## config.mk

```make
export PLATFORM = sky130hd
export DESIGN_NAME = fp_add_scheduler
export DESIGN_NICKNAME = d
export VERILOG_FILES = /design/src/rtl/fpu_pkg.sv /design/src/rtl/rr_arbiter.sv /design/src/rtl/fp_add_scheduler.sv
export SDC_FILE = /design/constraint.sdc
export NUM_CORES = 1
export LEC_CHECK = 0
export ABC_AREA = 1
export CAP_MARGIN = 20
export CORE_AREA = 2 2 155 157
export DETAILED_ROUTE_END_ITERATION = 8
export DIE_AREA = 0 0 157 159
export SYNTH_ARGS = -nofsm -noshare
export SYNTH_HDL_FRONTEND = slang
export SYNTH_SLANG_ARGS = --single-unit
export TNS_END_PERCENT = 10
```

## constraint.sdc

```tcl
create_clock -name clk -period 5.6 [get_ports clk]
set_input_delay 1.12 -clock clk [delete_from_list [all_inputs] [get_ports clk]]
set_output_delay 1.12 -clock clk [all_outputs]
set_load 0.01 [all_outputs]
```

## src/rtl/fpu_pkg.sv

```systemverilog
// fpu_pkg: shared FP32 types and scheduler state encoding for FPU front-end blocks.
package fpu_pkg;
    localparam int FP_WIDTH = 32;
    typedef logic [FP_WIDTH-1:0] fp32_t;
    typedef enum logic [1:0] {IDLE, EXEC, RESP} sched_state_t;
endpackage

```

## src/rtl/rr_arbiter.sv

```systemverilog
// rr_arbiter: combinational round-robin pick of the first set request at or after ptr.
module rr_arbiter #(
    parameter int N = 4,
    localparam int W = $clog2(N)
) (
    input  logic [N-1:0] req,
    input  logic [W-1:0] ptr,
    output logic [N-1:0] gnt,
    output logic [W-1:0] gnt_idx,
    output logic         any
);
    logic [W-1:0] idx;
    always_comb begin
        gnt_idx = '0;
        idx     = '0;
        any     = |req;
        // Walk from the farthest offset back to ptr so the closest valid index wins.
        for (int k = N - 1; k >= 0; k--) begin
            idx = W'((int'(ptr) + k) % N);
            if (req[idx]) gnt_idx = idx;
        end
        gnt = any ? ({{(N - 1){1'b0}}, 1'b1} << gnt_idx) : '0;
    end
endmodule

```

## src/rtl/fp_add_scheduler.sv

```systemverilog
// fp_add_scheduler: round-robin time-sharing of one external FP32 adder among NUM_REQ requesters.
module fp_add_scheduler
    import fpu_pkg::*;
#(
    parameter int NUM_REQ = 4,
    localparam int ID_W = $clog2(NUM_REQ)
) (
    input  logic                      clk,
    input  logic                      n_rst,
    input  logic [NUM_REQ-1:0]        req_valid,
    output logic [NUM_REQ-1:0]        req_ready,
    input  logic [NUM_REQ*FP_WIDTH-1:0] req_data1,
    input  logic [NUM_REQ*FP_WIDTH-1:0] req_data2,
    output logic [FP_WIDTH-1:0]       add_data1,
    output logic [FP_WIDTH-1:0]       add_data2,
    input  logic [FP_WIDTH-1:0]       add_result,
    output logic                      rsp_valid,
    input  logic                      rsp_ready,
    output logic [ID_W-1:0]           rsp_id,
    output logic [FP_WIDTH-1:0]       rsp_result
);
    sched_state_t        state, state_next;
    logic [ID_W-1:0]     rr_ptr, id, gnt_idx;
    logic [NUM_REQ-1:0]  gnt;
    logic                any;
    fp32_t               op1, op2;

    rr_arbiter #(.N(NUM_REQ)) u_arb (
        .req     (req_valid),
        .ptr     (rr_ptr),
        .gnt     (gnt),
        .gnt_idx (gnt_idx),
        .any     (any)
    );

    assign add_data1 = op1;
    assign add_data2 = op2;

    always_comb begin
        state_next = (state == IDLE && any)       ? EXEC :
                     (state == EXEC)              ? RESP :
                     (state == RESP && rsp_ready) ? IDLE : state;
        req_ready  = (n_rst && state == IDLE) ? gnt : '0;
    end

    always_ff @(posedge clk) begin
        if (!n_rst) state <= IDLE;
        else        state <= state_next;
    end

    always_ff @(posedge clk) begin
        if (!n_rst) begin
            rr_ptr     <= '0;
            id         <= '0;
            op1        <= '0;
            op2        <= '0;
            rsp_valid  <= 1'b0;
            rsp_id     <= '0;
            rsp_result <= '0;
        end else begin
            if (state == IDLE && any) begin
                op1 <= req_data1[int'(gnt_idx)*FP_WIDTH +: FP_WIDTH];
                op2 <= req_data2[int'(gnt_idx)*FP_WIDTH +: FP_WIDTH];
                id  <= gnt_idx;
            end
            if (state == EXEC) begin
                rsp_result <= add_result;
                rsp_id     <= id;
                rsp_valid  <= 1'b1;
            end
            // The served requester drops to lowest priority for the next pick.
            if (state == RESP && rsp_ready) begin
                rsp_valid <= 1'b0;
                rr_ptr    <= (id == ID_W'(NUM_REQ - 1)) ? '0 : id + 1'b1;
            end
        end
    end
endmodule
```

==> flow_summary.ini <==
[run_status]
status = finished clean

[sta]
slew_headroom = 0.361
rsz0062_at_grt = no
fin_worst_hold_slack_ps = 473
setup-tns-final_ps = 0
finalSetupViolCount = 0
hold_viol_final = 0
setup_ws_ps = 1400
period_share = 0.749
max_freq_mhz = 238
skew_ps = 11.0
period_needed_ps = 4200
slew_violations = 0
worst_pin_slew_ps = 959

[placed_design]
portBuffers = 397
place_congestion = 0.872
place_ws_ps = 1390
place_hpwl_um = 19300

[critical_path]
timing_worst_setup_path_type = in -> out
critPathLaunchType = primary input
cp_max_fo = 5
path_buf_inv = 5
critical-path-top-delay-family = buffers and inverters
critPathCaptureType = output port
required_ps = 4480
max_stage_delay_ps = 570
cp_slowest_cell = clkdlybuf4s50_1
path_cells = clkdlybuf4s50_1, inv_1, nand2_1, nand2_1, o21ai_1, inv_1, nand2_1, nand2_2, nand2_8, inv_1, nor3_1, clkdlybuf4s50_1
arrival_ps = 3080

[synthesis]
synth-seq-cells = 105
syn_area_um2 = 6350
yosysSeqAreaShare = 0.331
syn_inst = 1077
ys_warn_count = 0
yosysUniqueCellTypes = 23
postSynthAreaPerCell_um2 = 5.90
synth_fp_nets = 1373

[clock_tree]
cts_root_buf = clkbuf_16
tritoncts = done
clock_latency_ps = 350
cts_setup_buffers = 0
cts_resized = 0
clkTransAtPathRegs_ps = 80
htree_levels = 3
cts_buffer_depth = 2
cts_buffers = 9
cts_num_sinks = 105
cts_hold_buf = 0

[floorplan]
row_count = 56
dieArea_um2 = 25000
ios = 398
die_x_um = 157
start_util = 0.274
core_um2 = 23200
die_h_um = 159

[worst_hold_path]
min_path_type = reg -> reg

[cells_and_area]
post-route-util = 0.462
layout-drive-gt1-share = 0.0276
fin_nets = 1706
mostFrequentLayoutCells = 396 x clkdlybuf4s50_1, 328 x nor2_1, 154 x nand2_1, 133 x nand3_1, 105 x dfxtp_1
area_growth_syn_to_layout_pct = 68.8
nFillCells = 2440
final_common_cell = clkdlybuf4s50_1

[drt]
viasPerCell = 4.62
drc_errors = 0
wire_per_inst_um = 15.5
totalWireLength_um = 26900
vias = 8023
first_pass_iters = 6
dr.first_iter.drc_count = 355
ant_nets = 0

[global_route]
antenna_found_initial = 1
grt-ovfl-total = 0
grt_pass1_vias = 7491
grt_pass1_wl_um = 40600
grt_util_all_layers = 0.207
grt_start_max_net_pins = 103

[power]
peakVddDrop_mv = 0.123
internal-power_uw = 1740
combPwrFrac = 0.430
switching_share = 0.359
switchingPower_uw = 977
share_clk_of_total_power = 0.233
p_leak_uw = 0.00464
power_frac_seq = 0.337
power_density_nw_per_um2 = 254

[run]
cap_violations = 0
## tightest hold or removal path: cells and delay by family (launching register included)
family,cells,cell delay [ps]
flip-flops,1,320
AND/OR/NAND/NOR,1,60
AO/OA/AOI/OAI,1,50
## layer usage
metal  vias up  GRT usage  wire (um)
li1       4130          -          -
met1      3568      0.234      10800
met2       285      0.367      13200
met3        40     0.0577       2140
met4         0     0.0792        846
met5         -          0          0
## power groups by stage
stage	registers, uW	clock network [uW]	logic [uW]
2_1_floorplan	982	0	556
3_3_place_gp	928	0	1170
3_5_place_dp	931	0	1170
4_1_cts	916	656	1180
5_1_grt	930	684	1300
6_report	916	634	1170
## final timing paths
check	depth (start not counted)	end	from	slack [ps]
setup / recovery	12	req_ready[1]	req_valid[1]	1400
hold / removal	2	rsp_valid	rsp_valid	470
setup reg to reg	13	add_data2[15]	rr_ptr[0]	2500
hold reg to reg	2	rsp_valid	rsp_valid	470
## Yosys cell counts
cell | number | share of area
inv_2 | 1 | 0.00059
nor2_1 | 330 | 0.19
inv_1 | 80 | 0.047
nand2_1 | 155 | 0.092
nor3_1 | 3 | 0.0024
clkbuf_1 | 36 | 0.021
o21ai_1 | 2 | 0.0016
ha_1 | 1 | 0.0020
inv_4 | 1 | 0.00099
buf_6 | 1 | 0.0018
clkinv_2 | 1 | 0.00079
buf_1 | 2 | 0.0012
nor2_2 | 1 | 0.00099
buf_2 | 32 | 0.025
a21oi_1 | 6 | 0.0047
buf_4 | 16 | 0.019
o22ai_1 | 1 | 0.00099
nor4_1 | 1 | 0.00099
nand4_1 | 64 | 0.063
dfxtp_1 | 105 | 0.33
nand2_2 | 2 | 0.0020
nand3_1 | 134 | 0.11
o21ai_0 | 102 | 0.080
## registers in the layout (all words and copies together) (netlist names)
| register | flops |
|---|---|
| rsp_result | 32 |
| add_data1 | 32 |
| id | 2 |
| rsp_valid | 1 |
| state | 2 |
| rr_ptr | 2 |
| rsp_id | 2 |
| add_data2 | 32 |
## area by class of cell
cell class                 instances  area [um2]  share of cell area
tap                              319         399              0.0372
sequential                       105        2100               0.196
inverter                          83         315              0.0294
timing repair buffer             409        4080               0.380
clock inverter                     7        62.6             0.00583
multi-input combinational        802        3540               0.330
antenna                            1        2.50            0.000233
clock buffer                       9         225              0.0210
## per-stage QoR
step	std cells	power [uW]	area [um2]
after CTS	1733	2750	10700
final	1735	2720	10700
after global placement	1717	2100	10400
after floorplan	1077	1540	6350
after global routing	1735	2910	10700
after detailed placement	1717	2100	10400
## kinds of logic after synthesis
kind of cell | count (synthesis) | synth area share
AO/OA/AOI/OAI | 111 | 0.0877
AND/OR/NAND/NOR | 690 | 0.461
buffers and inverters | 170 | 0.118
adder cells (fa/ha/maj) | 1 | 0.00197
flip-flops | 105 | 0.331
Note: power is estimated with default switching activity, not from simulation.
